### config.mk
export PLATFORM = sky130hd
export DESIGN_NAME = mshr_entry_pool_flat
export DESIGN_NICKNAME = d
export VERILOG_FILES = /design/src/rtl/mshr_entry_pool_pkg.sv /design/src/rtl/mshr_entry_pool_if.sv /design/src/rtl/mshr_entry_pool_popcount.sv /design/src/rtl/mshr_entry_pool.sv /design/src/flat_wrapper.sv
export SDC_FILE = /design/constraint.sdc
export NUM_CORES = 1
export LEC_CHECK = 0
export CAP_MARGIN = 20
export CORE_MARGIN = 2
export CORE_UTILIZATION = 44
export CTS_BUF_LIST = sky130_fd_sc_hd__clkbuf_8
export CTS_CLUSTER_SIZE = 25
export DETAILED_ROUTE_END_ITERATION = 16
export HOLD_SLACK_MARGIN = 0.06
export PLACE_DENSITY = 0.89
export SLEW_MARGIN = 20
export SYNTH_ARGS = -nofsm -noshare
export SYNTH_HDL_FRONTEND = slang
export SYNTH_SLANG_ARGS = --single-unit
### constraint.sdc
create_clock -name clk -period 6 [get_ports clk]
set_clock_uncertainty 0.05 [all_clocks]
set_input_delay 0.6 -clock clk [delete_from_list [all_inputs] [get_ports clk]]
set_output_delay 0.6 -clock clk [all_outputs]
set_load 0.05 [all_outputs]
### src/rtl/mshr_entry_pool_pkg.sv
// Shared MSHR pool types: entry count, index/bitmap/count typedefs and pool FSM states.
// Optional error checking in the pool is enabled by defining MSHR_POOL_ERR_CHK_EN.
package mshr_pkg;

  localparam int MSHR_ENTRY_NUM      = 32;
  localparam int MSHR_ENTRY_ID_WIDTH = $clog2(MSHR_ENTRY_NUM);

  typedef logic [MSHR_ENTRY_ID_WIDTH-1:0] mshr_idx_t;
  typedef logic [MSHR_ENTRY_NUM-1:0]      mshr_oh_t;
  typedef logic [MSHR_ENTRY_ID_WIDTH:0]   mshr_cnt_t;

  typedef enum logic {
    POOL_RUN   = 1'b0,
    POOL_FLUSH = 1'b1
  } pool_state_e;

endpackage

### src/rtl/mshr_entry_pool_if.sv
// Bus between the MSHR entry pool (slave) and its allocator/retire/flush clients (master).
// Error outputs exist only when MSHR_POOL_ERR_CHK_EN is defined.
interface mshr_entry_pool_if
  import mshr_pkg::*;
#(
  parameter int ENTRY_NUM      = MSHR_ENTRY_NUM,
  parameter int ENTRY_ID_WIDTH = $clog2(ENTRY_NUM)
);

  logic [ENTRY_NUM-1:0]      v_free_vld;
  logic [ENTRY_NUM-1:0]      v_alloc_oh;
  logic                      rel_vld_0;
  logic                      rel_rdy_0;
  logic [ENTRY_ID_WIDTH-1:0] rel_idx_0;
  logic                      rel_vld_1;
  logic                      rel_rdy_1;
  logic [ENTRY_ID_WIDTH-1:0] rel_idx_1;
  logic                      flush_req;
  logic                      flush_ack;
  logic [ENTRY_ID_WIDTH:0]   free_cnt;
  logic                      free_low;
`ifdef MSHR_POOL_ERR_CHK_EN
  logic                      err_dbl_alloc;
  logic                      err_dbl_free;
`endif

  modport master (
`ifdef MSHR_POOL_ERR_CHK_EN
    input  err_dbl_alloc,
    input  err_dbl_free,
`endif
    input  v_free_vld,
    output v_alloc_oh,
    output rel_vld_0,
    input  rel_rdy_0,
    output rel_idx_0,
    output rel_vld_1,
    input  rel_rdy_1,
    output rel_idx_1,
    output flush_req,
    input  flush_ack,
    input  free_cnt,
    input  free_low
  );

  modport slave (
`ifdef MSHR_POOL_ERR_CHK_EN
    output err_dbl_alloc,
    output err_dbl_free,
`endif
    output v_free_vld,
    input  v_alloc_oh,
    input  rel_vld_0,
    output rel_rdy_0,
    input  rel_idx_0,
    input  rel_vld_1,
    output rel_rdy_1,
    input  rel_idx_1,
    input  flush_req,
    output flush_ack,
    output free_cnt,
    output free_low
  );

endinterface

### src/rtl/mshr_entry_pool_popcount.sv
// Combinational set-bit counter, shared by the MSHR pool and other occupancy counters.
module cmn_popcount #(
  parameter int WIDTH     = 32,
  parameter int CNT_WIDTH = $clog2(WIDTH + 1)
) (
  input  logic [WIDTH-1:0]     bits,
  output logic [CNT_WIDTH-1:0] count
);

  always_comb begin
    count = '0;
    for (int i = 0; i < WIDTH; i++) begin
      count = count + CNT_WIDTH'(bits[i]);
    end
  end

endmodule

### src/rtl/mshr_entry_pool.sv
// MSHR entry busy/free bitmap with one-hot alloc, dual-port release, free count and one-cycle flush.
// Define MSHR_POOL_ERR_CHK_EN to add sticky double-alloc/double-free flags and simulation assertions.
module mshr_entry_pool
  import mshr_pkg::*;
#(
  parameter int ENTRY_NUM      = MSHR_ENTRY_NUM,
  parameter int ENTRY_ID_WIDTH = $clog2(ENTRY_NUM),
  parameter int LOW_WATER      = 2
) (
  input  logic                clk,
  input  logic                rst_n,
  mshr_entry_pool_if.slave    bus
);

  localparam int CNT_WIDTH = ENTRY_ID_WIDTH + 1;

  pool_state_e            state_q;
  pool_state_e            state_d;
  logic [ENTRY_NUM-1:0]   busy_q;
  logic [ENTRY_NUM-1:0]   busy_d;
  logic [ENTRY_NUM-1:0]   clr_mask;
  logic [CNT_WIDTH-1:0]   free_cnt_q;
  logic [CNT_WIDTH-1:0]   free_cnt_d;
  logic                   free_low_q;
  logic                   free_low_d;
  logic                   run;
  logic                   hs_0;
  logic                   hs_1;

  assign run  = (state_q == POOL_RUN);
  assign hs_0 = bus.rel_vld_0 & run;
  assign hs_1 = bus.rel_vld_1 & run;

  assign bus.v_free_vld = ~busy_q & {ENTRY_NUM{run}};
  assign bus.rel_rdy_0  = run;
  assign bus.rel_rdy_1  = run;
  assign bus.flush_ack  = (state_q == POOL_FLUSH);
  assign bus.free_cnt   = free_cnt_q;
  assign bus.free_low   = free_low_q;

  // Both ports naming the same index collapse into one bit of the mask.
  always_comb begin
    clr_mask = '0;
    for (int i = 0; i < ENTRY_NUM; i++) begin
      if ((hs_0 && (bus.rel_idx_0 == ENTRY_ID_WIDTH'(i))) ||
          (hs_1 && (bus.rel_idx_1 == ENTRY_ID_WIDTH'(i)))) begin
        clr_mask[i] = 1'b1;
      end
    end
  end

  // Release clears before alloc sets, so a same-cycle alloc+release leaves the entry busy.
  always_comb begin
    state_d = state_q;
    busy_d  = busy_q;
    case (state_q)
      POOL_RUN: begin
        busy_d = (busy_q & ~clr_mask) | bus.v_alloc_oh;
        if (bus.flush_req) begin
          state_d = POOL_FLUSH;
        end
      end
      POOL_FLUSH: begin
        busy_d  = '0;
        state_d = POOL_RUN;
      end
      default: begin
        busy_d  = '0;
        state_d = POOL_RUN;
      end
    endcase
  end

  cmn_popcount #(
    .WIDTH     (ENTRY_NUM),
    .CNT_WIDTH (CNT_WIDTH)
  ) u_free_popcount (
    .bits  (~busy_d),
    .count (free_cnt_d)
  );

  assign free_low_d = (free_cnt_d <= CNT_WIDTH'(LOW_WATER));

  always_ff @(posedge clk) begin
    if (!rst_n) begin
      state_q    <= POOL_RUN;
      busy_q     <= '0;
      free_cnt_q <= CNT_WIDTH'(ENTRY_NUM);
      free_low_q <= (ENTRY_NUM <= LOW_WATER);
    end else begin
      state_q    <= state_d;
      busy_q     <= busy_d;
      free_cnt_q <= free_cnt_d;
      free_low_q <= free_low_d;
    end
  end

`ifdef MSHR_POOL_ERR_CHK_EN
  logic err_dbl_alloc_q;
  logic err_dbl_free_q;

  assign bus.err_dbl_alloc = err_dbl_alloc_q;
  assign bus.err_dbl_free  = err_dbl_free_q;

  // Judged against the post-release bitmap, matching the release-then-alloc ordering.
  always_ff @(posedge clk) begin
    if (!rst_n) begin
      err_dbl_alloc_q <= 1'b0;
      err_dbl_free_q  <= 1'b0;
    end else if (run) begin
      if (|(busy_q & ~clr_mask & bus.v_alloc_oh)) begin
        err_dbl_alloc_q <= 1'b1;
      end
      if (|(clr_mask & ~busy_q & ~bus.v_alloc_oh)) begin
        err_dbl_free_q <= 1'b1;
      end
    end
  end

  always @(posedge clk) begin
    if (rst_n) begin
      assert ($countones(bus.v_alloc_oh) <= 2)
        else $error("mshr_entry_pool: more than two alloc bits in one cycle");
      assert (!bus.rel_vld_0 || (int'(bus.rel_idx_0) < ENTRY_NUM))
        else $error("mshr_entry_pool: rel_idx_0 out of range");
      assert (!bus.rel_vld_1 || (int'(bus.rel_idx_1) < ENTRY_NUM))
        else $error("mshr_entry_pool: rel_idx_1 out of range");
    end
  end
`endif

endmodule

### src/flat_wrapper.sv
// flat-port wrapper written by rule: the top's interface ports become plain ports
module mshr_entry_pool_flat import mshr_pkg::*;
#(
  parameter int ENTRY_NUM      = MSHR_ENTRY_NUM,
  parameter int ENTRY_ID_WIDTH = $clog2(ENTRY_NUM),
  parameter int LOW_WATER      = 2
)
  (clk, rst_n, bus_v_free_vld, bus_v_alloc_oh, bus_rel_vld_0, bus_rel_rdy_0, bus_rel_idx_0, bus_rel_vld_1, bus_rel_rdy_1, bus_rel_idx_1, bus_flush_req, bus_flush_ack, bus_free_cnt, bus_free_low);
  mshr_entry_pool_if #(.ENTRY_NUM(ENTRY_NUM), .ENTRY_ID_WIDTH(ENTRY_ID_WIDTH)) bus_i ();
  input  logic clk;
  input  logic rst_n;
  output wire logic [$bits(bus_i.v_free_vld)-1:0] bus_v_free_vld;
  input wire logic [$bits(bus_i.v_alloc_oh)-1:0] bus_v_alloc_oh;
  input wire logic [$bits(bus_i.rel_vld_0)-1:0] bus_rel_vld_0;
  output wire logic [$bits(bus_i.rel_rdy_0)-1:0] bus_rel_rdy_0;
  input wire logic [$bits(bus_i.rel_idx_0)-1:0] bus_rel_idx_0;
  input wire logic [$bits(bus_i.rel_vld_1)-1:0] bus_rel_vld_1;
  output wire logic [$bits(bus_i.rel_rdy_1)-1:0] bus_rel_rdy_1;
  input wire logic [$bits(bus_i.rel_idx_1)-1:0] bus_rel_idx_1;
  input wire logic [$bits(bus_i.flush_req)-1:0] bus_flush_req;
  output wire logic [$bits(bus_i.flush_ack)-1:0] bus_flush_ack;
  output wire logic [$bits(bus_i.free_cnt)-1:0] bus_free_cnt;
  output wire logic [$bits(bus_i.free_low)-1:0] bus_free_low;
  assign bus_v_free_vld = bus_i.v_free_vld;
  assign bus_i.v_alloc_oh = bus_v_alloc_oh;
  assign bus_i.rel_vld_0 = bus_rel_vld_0;
  assign bus_rel_rdy_0 = bus_i.rel_rdy_0;
  assign bus_i.rel_idx_0 = bus_rel_idx_0;
  assign bus_i.rel_vld_1 = bus_rel_vld_1;
  assign bus_rel_rdy_1 = bus_i.rel_rdy_1;
  assign bus_i.rel_idx_1 = bus_rel_idx_1;
  assign bus_i.flush_req = bus_flush_req;
  assign bus_flush_ack = bus_i.flush_ack;
  assign bus_free_cnt = bus_i.free_cnt;
  assign bus_free_low = bus_i.free_low;
  mshr_entry_pool #(.ENTRY_NUM(ENTRY_NUM), .ENTRY_ID_WIDTH(ENTRY_ID_WIDTH), .LOW_WATER(LOW_WATER)) u_core (.clk(clk), .rst_n(rst_n), .bus(bus_i));
endmodule
==> impl_results.md <==
* Hold_buf cts at 0
* Post-DR vias/cell at 5.655
* Minimum clock period at between 6000 and 7000 ps
* Endpoints failing setup at 1
* RSZ-0062 raised after global routing: yes
* Achievable Freq at about 170 MHz
* Full die area at ~7300 um^2
* Most common cell after layout, fill and taps aside: nor2_1
* Cell Area, Synth at 2898 um^2
* Yosys warns at 0
* Critical path's largest stage delay at about 550 ps
* Avg Synthesized Cell Area at 8.005 um^2
* Final Worst Setup Slack at -24.39 ps
* Req. time, crit path at just over 6000 ps
* Hold Fails Final Rpt at 0
* Sw Ratio at about half
* DP Wirelength at between 7000 and 8000 um
* Syn-to-layout area delta at 58.12%
* First-pass GRT wire length at about 16000 um
* Crit-path cells: buf_8 > nor3b_4 > nand3_1 > a31oi_2 > or2_4 > fa_1 > inv_2 > fa_1 > fa_1 > inv_2 > fa_2 > inv_2 > fa_1 > fa_1 > inv_1 > ha_2 > inv_2 > fa_2 > buf_4 > xnor2_1 > a21oi_1 > nor4b_2
* Power per cell area at about 660 nW/um^2
* CP max-delay cell: fa_1
* TritonCTS clock tree: built
* Core ar. at 6350 um^2
* Worst Tran Pin Value at 666.6 ps
* # placed instances at about 550
* Int Pwr at roughly 1.6 mW
* WHS Path Cells at 2
* DRT Pass-1 Iters at 5
* Worst-path clk slew at roughly 80 ps
* Clock root buffer: clkbuf_8
* Sequential share of power at between 10% and 20%
* Combinational power share at between 80% and 90%
* Layout cells sized above 1 at a little under a third
* Synthesized Nets at 440
* Setup crit end kind: flop
* Wire per inst at between 15 and 20 um
* Ports at 89
* Total CTS buffers at 5
* Overall Global Routing Usage at between 20% and 30%
* Lkg Pwr at 1.889 nW
* Startpoint Class: flop
* DR vias at between 3000 and 4000
* Crit path max fanout at 7
* Post-Synthesis Cells at between 300 and 400
* Reg2reg path depth at 22
* Final nets at 576
* Maxcap violations at 0
* Non-Filler Instances at around 580
* Routed Antenna Nets at 0
* Layout fillers at roughly 420
* Maximum vdd drop at approximately 0.8 mV
* Clock buffer depth at 2
* Die height at between 80 and 90 um
* Worst slack at placement at -777.0 ps
* Starting Density at 45.64%
* Tot Pwr at 3.003 mW
* Most frequent cells in the layout: nor2_1 (77), clkdlybuf4s50_1 (76), buf_4 (63), nand3_1 (49), dfxtp_1 (39)
* # rows at 29
* Pins Over Slew Limit at 0
* Worst Hold Class: reg2reg
* CP arrival at 6160 ps
* Post-synth cell types at 33
* Vias in the first global route at between 3000 and 4000
* Routed WL at just over 10000 um
* Die width at between 80 and 90 um
* Rel. slew slack at between 50% and 60%
* Final Cycle Share at 100.4%
* CP Class: reg2reg
* Clock Latency Late Sink at approximately 290 ps
* Cell mode on critical path: fa_1
* Setup TNS at -24.39 ps
* Total congestion overflow at 0
* Clock share of power at under 10%
* Initial antenna violation count at 0
* Largest net degree at the start of global routing at between 50 and 60
* Clock sinks at 40
* N_diodes at 0
* RePlAce Congestion at 0.9624
* Remaining DRCs at 0
* P_sw at roughly 1.4 mW
* Status: finished, violations left
* Port buffer count at 88
* Yosys reg bits at 40
* Sequential share of the synthesized area at between 20 and 30%
* Violated checks: negative setup slack
* H-tree depth at 2
* Violation count after the first detailed-routing iteration at about 320
[registers in the layout, indices dropped and copies added (netlist names)]
register              cells
u_core.bus.free_cnt       6
u_core.busy_q            32
u_core.bus.free_low       1
u_core.bus.flush_ack      1
[stage by stage]
step	area, um^2	hold WS (ps)	utilization [%]
final	4582	518.0	72.16
after global routing	4582	542.5	72.16
after CTS	4348	505.4	68.47
after detailed placement	4161	482.0	65.54
after global placement	4161	462.6	65.54
after floorplan	2905	437.9	-
[routing by layer]
metal	wire [um]	part of all wire, %	vias up	track usage (%)
met3	911	8.8	43	5.447
li1	-	-	1473	-
met1	3932	38	1541	33.31
met5	0	0	-	0
met4	436	4.2	0	11.11
met2	5086	49	200	47.73
[repair_timing]
action / in CTS / in global routing
hold endpoints to repair: 0 / 0
pin swaps: 19 / 34
setup buffers: 5 / 10
gates cloned: 1 / 0
resized for setup: 34 / 60
endpoints found under the setup margin: 6 / 4
[cell usage after synthesis (all sizes together)]
library cell | number | area share, %
and3 | 1 | 0.22
a21oi | 5 | 0.86
o21ai | 1 | 0.17
o21a | 1 | 0.26
buf | 14 | 3.9
nor2b | 8 | 1.7
and3b | 2 | 0.60
nand2 | 1 | 0.13
a211o | 1 | 0.30
nor4b | 1 | 0.30
or2 | 25 | 5.4
and2 | 8 | 1.7
inv | 25 | 3.2
nor3b | 3 | 1.7
dfxtp | 40 | 28
nor2 | 78 | 10
clkbuf | 16 | 2.1
ha | 7 | 3.0
xnor2 | 2 | 0.60
nand4 | 4 | 0.86
nand2b | 1 | 0.22
a31oi | 32 | 6.9
nand3 | 60 | 11
and2b | 2 | 0.52
fa | 24 | 17
[power groups by stage]
| stage | combinational (mW) | sequential, mW | clock (mW) |
|---|---|---|---|
| detailed placement | 2.05 | 0.332 | 0 |
| floorplan | 1.33 | 0.385 | 0 |
| global route | 2.67 | 0.331 | 0.209 |
| finish | 2.48 | 0.329 | 0.196 |
| CTS | 2.16 | 0.327 | 0.199 |
| global placement | 1.88 | 0.332 | 0 |
[kinds of logic after synthesis]
family,share of synthesized area (%)
AO/OA/AOI/OAI,8.506
XOR/XNOR,0.6046
adder cells (fa/ha/maj),19.60
buffers and inverters,9.240
flip-flops,27.63
AND/OR/NAND/NOR,34.41
[worst paths after layout]
kind / startpoint / endpoint / slack (ps)
setup / recovery: u_core.bus.flush_ack / u_core.bus.free_low / -20
hold / removal: u_core.busy_q[2] / u_core.busy_q[2] / 520
setup reg to reg: u_core.bus.flush_ack / u_core.bus.free_low / -20
hold reg to reg: u_core.busy_q[2] / u_core.busy_q[2] / 520
[worst max-delay path, delay by kind of cell, from the launching register on]
family,cells,cell delay [ps]
AND/OR/NAND/NOR,4,940
buffers and inverters,7,560
adder cells (fa/ha/maj),8,3430
flip-flops,1,390
AO/OA/AOI/OAI,2,410
XOR/XNOR,1,150
[cell type report]
type | instances | area (um^2) | share of cell area, %
Inverter | 25 | 93.84 | 2.048
Timing Repair Buffer | 158 | 1410 | 30.78
Multi-Input combinational cell | 268 | 2079 | 45.38
Tap cell | 77 | 96.34 | 2.103
Clock inverter | 2 | 15.01 | 0.3277
Sequential cell | 40 | 804.5 | 17.56
Clock buffer | 6 | 82.58 | 1.802
(Power assumes the default switching activity.)
